<file path="config.mk">
export PLATFORM = sky130hd
export DESIGN_NAME = cdc_strobe_scheduler
export DESIGN_NICKNAME = d
export VERILOG_FILES = /design/src/rtl/cdc_strobe_pkg.sv /design/src/rtl/cdc_sat_counter.sv /design/src/rtl/cdc_strobe_scheduler.sv
export SDC_FILE = /design/constraint.sdc
export NUM_CORES = 1
export LEC_CHECK = 0
export BUFFER_PORTS_ARGS = -buffer_cell sky130_fd_sc_hd__buf_2
export CORE_MARGIN = 1
export CORE_UTILIZATION = 57
export CTS_BUF_LIST = sky130_fd_sc_hd__clkbuf_4
export DETAILED_ROUTE_END_ITERATION = 8
export PLACE_DENSITY = 0.9
export SLEW_MARGIN = 25
export SYNTH_ARGS = -nofsm -noshare
export SYNTH_HDL_FRONTEND = slang
export SYNTH_HIERARCHICAL = 1
export SYNTH_SLANG_ARGS = --single-unit
</file>
<file path="constraint.sdc">
create_clock -name source_clk -period 4.1 [get_ports source_clk]
set_clock_uncertainty 0.05 [all_clocks]
set_input_delay 1.025 -clock source_clk [delete_from_list [all_inputs] [get_ports source_clk]]
set_output_delay 1.025 -clock source_clk [all_outputs]
set_load 0.005 [all_outputs]
</file>
<file path="src/rtl/cdc_strobe_pkg.sv">
// cdc_strobe_pkg: shared state encoding and widths for the CDC strobe scheduler
package cdc_strobe_pkg;
  typedef enum logic [1:0] {S_IDLE, S_ISSUE, S_WAIT_BUSY, S_WAIT_DONE} sched_state_e;
  localparam int GAP_W = 8;
  function automatic int timer_w(int cycles);
    return $clog2(cycles + 1);
  endfunction
endpackage

</file>
<file path="src/rtl/cdc_sat_counter.sv">
// cdc_sat_counter: up/down counter that saturates at both ends, with clear and overflow pulse
module cdc_sat_counter #(
  parameter int W = 8
) (
  input  logic         clk,
  input  logic         rst,
  input  logic         clr_i,
  input  logic         inc_i,
  input  logic         dec_i,
  output logic [W-1:0] count_o,
  output logic         ovf_o
);
  localparam logic [W-1:0] MAX = '1;
  logic [W-1:0] count_q;
  assign count_o = count_q;
  assign ovf_o = inc_i & ~dec_i & ~clr_i & (count_q == MAX);
  // clear beats everything; a lone increment at MAX or decrement at zero holds
  always_ff @(posedge clk) begin
    if (rst || clr_i) count_q <= '0;
    else if (inc_i && !dec_i && count_q != MAX) count_q <= count_q + W'(1);
    else if (dec_i && !inc_i && count_q != '0) count_q <= count_q - W'(1);
  end
endmodule

</file>
<file path="src/rtl/cdc_strobe_scheduler.sv">
// cdc_strobe_scheduler: queues events and issues one strobe per completed CDC handshake (CDC_STROBE_TIMEOUT_EN adds a wait-state abort timer)
module cdc_strobe_scheduler
  import cdc_strobe_pkg::*;
#(
  parameter int CNT_W          = 8,
  parameter int MIN_GAP        = 0,
  parameter int TIMEOUT_CYCLES = 1024
) (
  input  logic             source_clk,
  input  logic             source_reset,
  input  logic             event_in,
  input  logic             enable,
  input  logic             flush,
  input  logic             clear_err,
  input  logic             source_stall,
  output logic             source_strobe,
  output logic             busy,
  output logic [CNT_W-1:0] pending_count,
  output logic [CNT_W-1:0] issued_count,
  output logic             overflow,
  output logic             timeout_err
);
  sched_state_e     state_q;
  logic [GAP_W-1:0] gap_q;
  logic [CNT_W-1:0] issued_q;
  logic             ovf_q, ovf_p, issue, done, abort;
  assign issue = state_q == S_IDLE && pending_count != '0 && enable && !source_stall && gap_q == '0;
  assign done  = state_q == S_WAIT_DONE && !source_stall;
  cdc_sat_counter #(.W(CNT_W)) u_pending (
    .clk    (source_clk),
    .rst    (source_reset),
    .clr_i  (flush),
    .inc_i  (event_in),
    .dec_i  (issue),
    .count_o(pending_count),
    .ovf_o  (ovf_p)
  );
`ifdef CDC_STROBE_TIMEOUT_EN
  localparam int TW = timer_w(TIMEOUT_CYCLES);
  logic [TW-1:0] timer_q;
  logic          terr_q, stay_wait;
  assign stay_wait = (state_q == S_WAIT_BUSY && !source_stall) || (state_q == S_WAIT_DONE && source_stall);
  assign abort = stay_wait && timer_q == TW'(TIMEOUT_CYCLES - 1);
  assign timeout_err = terr_q;
  // timer counts cycles in the current wait state and restarts on any state change
  always_ff @(posedge source_clk) begin
    if (source_reset) timer_q <= '0;
    else timer_q <= (stay_wait && !abort) ? timer_q + TW'(1) : '0;
    if (source_reset) terr_q <= 1'b0;
    else terr_q <= abort | (terr_q & ~clear_err);
  end
`else
  assign abort = 1'b0;
  assign timeout_err = 1'b0;
`endif
  assign source_strobe = state_q == S_ISSUE;
  assign busy = state_q != S_IDLE;
  assign issued_count = issued_q;
  assign overflow = ovf_q;
  // handshake FSM plus the post-completion gap, completion count and sticky overflow
  always_ff @(posedge source_clk) begin
    if (source_reset) begin
      state_q  <= S_IDLE;
      gap_q    <= '0;
      issued_q <= '0;
      ovf_q    <= 1'b0;
    end else begin
      state_q  <= abort ? S_IDLE :
                  issue ? S_ISSUE :
                  state_q == S_ISSUE ? S_WAIT_BUSY :
                  (state_q == S_WAIT_BUSY && source_stall) ? S_WAIT_DONE :
                  done ? S_IDLE : state_q;
      gap_q    <= (done || abort) ? GAP_W'(MIN_GAP) :
                  (state_q == S_IDLE && gap_q != '0) ? gap_q - GAP_W'(1) : gap_q;
      issued_q <= issued_q + CNT_W'(done);
      ovf_q    <= ovf_p | (ovf_q & ~clear_err);
    end
  end
endmodule
</file>
After elaboration in Yosys (flattened, before gate mapping)
Index checks and enable logic that the tools add are counted. Widths: inputs -> output; s select.

Reductions and logical operators: 25. Muxes and demuxes: 6. Add/subtract/negate cells: 4. Eq/ne operators: 5. Bitwise logic cells: 8.

Operators by type and width (count): $mux 8 (2); $reduce_bool 8->1 (2); $sub 8x1->8 const B (2); $logic_and 1x1->1 (11); $add 8x1->8 (1); $add 8x1->8 const B (1); $eq 8x8->1 const B (1); $logic_not 8->1 (1); $ne 8x8->1 const B (1); $mux 2 (3); $and 1x1->1 (4); $eq 2x2->1 const B (2); $reduce_bool 2->1 (2); $reduce_bool 4->1 (1); $reduce_or 2->1 (2); $logic_not 1->1 (3); $not 1->1 (3); $reduce_bool 3->1 (1); $eq 2x1->1 const B (1); $logic_not 2->1 (1); $logic_or 1x1->1 (1); $mux 1 (1); $or 1x1->1 (1).

Output and inout bits: 20. Bits of input ports: 7. Register bits after elaboration: 27. Word-level logic and storage cells: 54.

Logic depth before layout (Yosys ltp)
Depth in word-level cells: 10. Gate-level depth with buffers: 12.

By module
The synthesis kept the hierarchy.

By module, submodules not included: cdc_strobe_scheduler (area each 908.4 um2, sequential area each 380.4 um2, cells each 101, instances 1); cdc_sat_counter (area each 613.1 um2, sequential area each 160.2 um2, cells each 73, instances 1).

Worst setup path before layout
No wires, ideal clock.

Path type: input to register. Start: input source_stall. End: register u_pending.count_q[7], in the netlist u_pending/count_o[7]. Path buffers: 0. Data arrival time: 3.002 ns. Data required time: 3.926 ns. Stages: 10. Setup slack: 0.924 ns. Cells stage by stage: nor4b_1 > o2111a_1 > nand2b_1 > o21bai_2 > ha_1 > a21oi_1 > a211oi_1 > or3_4 > a21oi_1 > nor3b_2.

Word-level cells in the longest chain between the ends: 7.

RTL lines: from (decl) (line cdc_strobe_scheduler.sv:15) `input logic source_stall,`; $logic_not 1->1 (*) (line cdc_strobe_scheduler.sv:27) `assign issue = state_q == S_IDLE && pending_count != '0 && enable && !source_stall && gap_q == '0;`; $logic_and 1x1->1 (*) (2 in series) (line cdc_strobe_scheduler.sv:27); via issue (line cdc_strobe_scheduler.sv:26) `logic ovf_q, ovf_p, issue, done, abort;`; $logic_not 1->1 (line cdc_sat_counter.sv:20) `else if (inc_i && !dec_i && count_q != MAX) count_q <= count_q + W'(1);`; $logic_and 1x1->1 (2 in series) (line cdc_sat_counter.sv:20); $mux 8 or $reduce_bool 2->1 (tied branches); to (signal assigned) (line cdc_sat_counter.sv:20); to (signal assigned) (line cdc_sat_counter.sv:21) `else if (dec_i && !inc_i && count_q != '0) count_q <= count_q - W'(1);`; to (decl) (line cdc_sat_counter.sv:14) `logic [W-1:0] count_q;`.

The timed path passes the listed nets; every way through them passes the cells marked *. A chain may end at the register's enable or synchronous reset.

Worst setup path in the final report
Start: register u_pending.count_q[0], in the netlist u_pending/count_o[0]. End: register u_pending.count_q[6], in the netlist u_pending/count_o[6].

Word-level cells in the longest chain between the ends: 9.

RTL lines (line): $reduce_bool 8->1 (*) (cdc_strobe_scheduler.sv:27); $logic_and 1x1->1 (*) (4 in series) (cdc_strobe_scheduler.sv:27); via issue (cdc_strobe_scheduler.sv:26); $logic_not 1->1 (cdc_sat_counter.sv:20); $logic_and 1x1->1 (2 in series) (cdc_sat_counter.sv:20); $mux 8 or $reduce_bool 2->1 (tied branches).

The timed path passes the listed nets; every way through them passes the cells marked *. The select of a mux whose other input is x is not followed.

==> parameters.txt <==
Parameter                              Value

Outcome
  Run status    finished, final reports clean

GRT
  Maximum number of pins on one net before global-route repair    15
  First-pass GRT wire length    5.188 mm
  Antenna violations before repair    0
  Global-route usage over all layers    24.47%
  Remaining global-route overflow    0
  Number of global-route vias before repair    1263

Synthesis
  Area fraction in compound gates after synthesis    19.74%
  Main flop type after synthesis    sky130_fd_sc_hd__dfxtp_1
  Number of warnings printed during yosys synthesis    6
  Yosys reg bits    27
  Area of the mapped netlist    1521 um2
  Largest family of logic cells by synthesized area    simple AND/OR/NAND/NOR gates
  Proportion of synthesized flip-flops having asynchronous set or reset    0%
  Post-synthesis mux area share    1.974%
  Average footprint of a synthesized cell    between 8 and 9 um2
  Number of enable-type register cells in the synthesized netlist    0
  Post-synthesis cell type count    47
  Nets in the synthesized netlist    192
  Gate count after technology mapping    between 150 and 200
  Post-Synth Simple-Gate Area    26.23%
  Sequential cell area fraction in the yosys report    35.53%
  Post-Synth Adder-Cell Area    around a tenth
  Share of the synthesized netlist area taken by xor and xnor gates    under 10%

Timing
  Slew @ Worst Pin    0.5320 ns
  Final hold viol count    0
  Final count of pins violating max slew    0
  Unrepaired setup endpoints after global routing    false
  Final Critical Period    3.329 ns
  Peak Freq    300.4 MHz
  Worst-case headroom to the max-slew limit    64.51%
  Share of the clock period used by the worst path after layout    81.19%
  Count of final setup violators    0
  Worst-case hold slack    0.4433 ns
  Post-route setup TNS    0 ns

Placement
  Count of port buffers added during placement    25
  Routability-driven placement congestion ratio    0.8786
  Final HPWL from detailed placement    2.434 mm

Setup path
  Critical Path Fanout Max    12
  Crit. End Element    flip-flop
  Startpoint of the worst register-to-register path    u_pending/count_o[0]$_SDFFE_PP0P_
  CP Data Arrival Time    3.51 ns
  Reg-to-reg critical path endpoint    u_pending/count_o[6]$_SDFFE_PP0P_
  Path depth of the worst reg2reg path    10
  Critical path type    flip-flop to flip-flop
  Required time of the critical path    4.28 ns
  Reg2reg setup slack    ~0.77 ns
  CP Launch Type    flip-flop

Route
  Vias per std cell    5.983
  Number of nets with antenna violations after routing    0
  Iter 0 DRT Violations    36
  Routed wirelength normalized by instance count    13.53 um
  DRC errors left    0
  Total vias in the final route    about 1400
  Number of iterations in the first detailed-routing pass    4
  Wire length after detailed routing    3.139 mm

Pwr
  Share of power burned in the clock network    14.5%
  Net Sw Power    309.1 uW
  Sequential group share of total power    41.6%
  PD cells    492.5 nW/um2
  Share of total power in combinational logic    43.9%
  Switching portion of total power    a little over a third
  Internal power contribution    between 500 and 600 uW
  LEAKAGE    0.7739 nW
  VDD IR max    0.4286 mV

Worst hold path
  Worst min-delay path category    flip-flop to flip-flop
  Hold wc startpoint    gap_q[1]$_SDFFE_PP0P_
  Cell depth of the worst hold path    2
  End point of the worst hold path    gap_q[1]$_SDFFE_PP0P_

Die
  Floorplan Core Area    2500 um2
  Width of the die    roughly 54 um
  Height of the chip    53.67 um
  Number of standard-cell rows in the floorplan    18
  Starting density of the core    slightly above 60%
  # IOs    27
  Die Footprint    about 2900 um2

Cells and area
  Area added between synthesis and finish    12.66%
  Count of inserted antenna diode cells    0
  Share of final-layout standard cells stronger than drive strength 1    21.78%
  Number of fill cells    between 150 and 200
  Number of nets in the layout    221

Clocking
  Clock insertion delay at the later pin of the skew report    between 0.3 and 0.4 ns
  Count of hold-fix buffers inserted at cts    0
  CTS HTree Levels    1
  Library cell used as clock root buffer    sky130_fd_sc_hd__clkbuf_4
  TritonCTS Sinks    27
  Post-CTS setup-driven buffer insertion count    0
  Count of cells resized by post-cts repair    0
  Clock input transition at the sequential cells of the worst setup and hold paths    0.15 ns
  TritonCTS clock tree    built
  Number of buffers created by CTS    3
  Bufs on Longest Clock Path    2

Job
  Count of maximum capacitance violations    0
worst max-delay path: stages, from the launching register on:
cell and delay (ns):
sky130_fd_sc_hd__dfxtp_1 0.42, sky130_fd_sc_hd__or4_1 0.54, sky130_fd_sc_hd__o2111a_1 0.27, sky130_fd_sc_hd__nand2b_1 0.16
sky130_fd_sc_hd__o21bai_2 0.32, sky130_fd_sc_hd__fa_1 0.48, sky130_fd_sc_hd__a211oi_1 0.33, sky130_fd_sc_hd__o21bai_1 0.12
sky130_fd_sc_hd__a21oi_1 0.21, sky130_fd_sc_hd__xnor2_1 0.09, sky130_fd_sc_hd__a31o_2 0.24
flip-flops by register name, summed over array words and instances, names as in the netlist:
name	count
issued_count	8
u_pending/count_o	8
gap_q	8
state_q	2
overflow	1
cells in the final DEF (no fill, tap or decap), drive strengths merged, types with 4 or more instances in the layout:
cell type / netlist / layout
or3: 4 / 4
a21oi: 18 / 18
inv: 6 / 6
o21ai: 11 / 11
or4: 6 / 6
clkbuf: 2 / 4
ha: 10 / 10
nor4: 5 / 5
buf: 1 / 27
xnor2: 5 / 5
dfxtp: 27 / 27
nor2: 9 / 9
nand2: 11 / 11
nand3: 13 / 13
synth_stat cells, types with 2 or more instances:
| master | number | area share, % |
|---|---|---|
| sky130_fd_sc_hd__dfxtp_1 | 27 | 36 |
| sky130_fd_sc_hd__a21oi_1 | 18 | 5.9 |
| sky130_fd_sc_hd__nand3_1 | 12 | 3.9 |
| sky130_fd_sc_hd__o21ai_0 | 11 | 3.6 |
| sky130_fd_sc_hd__ha_1 | 10 | 8.2 |
| sky130_fd_sc_hd__nand2_1 | 10 | 2.5 |
| sky130_fd_sc_hd__nor2_1 | 9 | 2.2 |
| sky130_fd_sc_hd__inv_1 | 6 | 1.5 |
| sky130_fd_sc_hd__or4_1 | 6 | 3.0 |
| sky130_fd_sc_hd__nor4_1 | 5 | 2.1 |
| sky130_fd_sc_hd__xnor2_1 | 5 | 2.9 |
| sky130_fd_sc_hd__a211oi_1 | 3 | 1.5 |
| sky130_fd_sc_hd__mux2i_1 | 3 | 2.0 |
| sky130_fd_sc_hd__nand4_1 | 3 | 1.2 |
| sky130_fd_sc_hd__nor2b_1 | 3 | 1.2 |
| sky130_fd_sc_hd__or2_2 | 3 | 1.2 |
| sky130_fd_sc_hd__a2111o_1 | 2 | 1.5 |
| sky130_fd_sc_hd__a211o_1 | 2 | 1.2 |
| sky130_fd_sc_hd__a21o_1 | 2 | 0.99 |
| sky130_fd_sc_hd__and2_1 | 2 | 0.82 |
| sky130_fd_sc_hd__clkbuf_1 | 2 | 0.49 |
| sky130_fd_sc_hd__nand3b_1 | 2 | 0.99 |
| sky130_fd_sc_hd__o21bai_1 | 2 | 0.99 |
| sky130_fd_sc_hd__or3_1 | 2 | 0.82 |
| sky130_fd_sc_hd__xor2_1 | 2 | 1.2 |
layout make-up:
class	count	area (um2)	area share (%)
multi-input combinational	137	939.7	54.82
sequential	27	540.5	31.53
timing repair buffer	27	140.1	8.175
tap	30	37.54	2.190
clock buffer	4	30.03	1.752
inverter	7	26.28	1.533
stage by stage:
| step | setup WS [ns] | std cells | util, % | total power [mW] | cell area (um2) |
|---|---|---|---|---|---|
| 6_report | 0.7712 | 232 | 68.57 | 0.8441 | 1714 |
| 5_1_grt | 0.5991 | 232 | 68.57 | 0.8977 | 1714 |
| 4_1_cts | 0.8042 | 232 | 68.57 | 0.8427 | 1714 |
| 3_5_place_dp | 0.5661 | 228 | 67.37 | 0.7205 | 1684 |
| 3_3_place_gp | 0.6591 | 228 | 67.37 | 0.7010 | 1684 |
| 2_1_floorplan | 0.9237 | 174 | - | 0.6190 | 1521 |
metal layers:
layer	vias up	part of all wire [%]	GRT usage, %
met1	638	46	30.86
met3	4	4.3	3.107
met4	0	1.7	11.40
met5	-	0	0
li1	705	-	-
met2	41	48	40.95
power groups by stage:
stage	combinational (mW)	sequential, mW	clock [mW]
detailed placement	0.364	0.357	0
floorplan	0.272	0.347	0
global route	0.409	0.358	0.131
global placement	0.347	0.354	0
finish	0.371	0.351	0.123
CTS	0.367	0.351	0.125
cell families after synthesis:
logic type / count (synthesis)
AND/OR/NAND/NOR: 68
AO/OA/AOI/OAI: 47
flip-flops: 27
adder cells (fa/ha/maj): 11
buffers and inverters: 10
XOR/XNOR: 7
multiplexers: 3
other: 1
worst max-delay path by stage:
stage	depth (start not counted)	startpoint	to	slack, ns
floorplan	10	source_stall	u_pending/count_o[7]$_SDFFE_PP0P_	0.92
global placement	11	source_stall	u_pending/count_o[6]$_SDFFE_PP0P_	0.66
detailed placement	11	source_stall	u_pending/count_o[7]$_SDFFE_PP0P_	0.57
CTS	10	u_pending/count_o[0]$_SDFFE_PP0P_	u_pending/count_o[6]$_SDFFE_PP0P_	0.80
global route	10	u_pending/count_o[0]$_SDFFE_PP0P_	u_pending/count_o[6]$_SDFFE_PP0P_	0.60
finish	10	u_pending/count_o[0]$_SDFFE_PP0P_	u_pending/count_o[6]$_SDFFE_PP0P_	0.77
(Power assumes the default switching activity.)
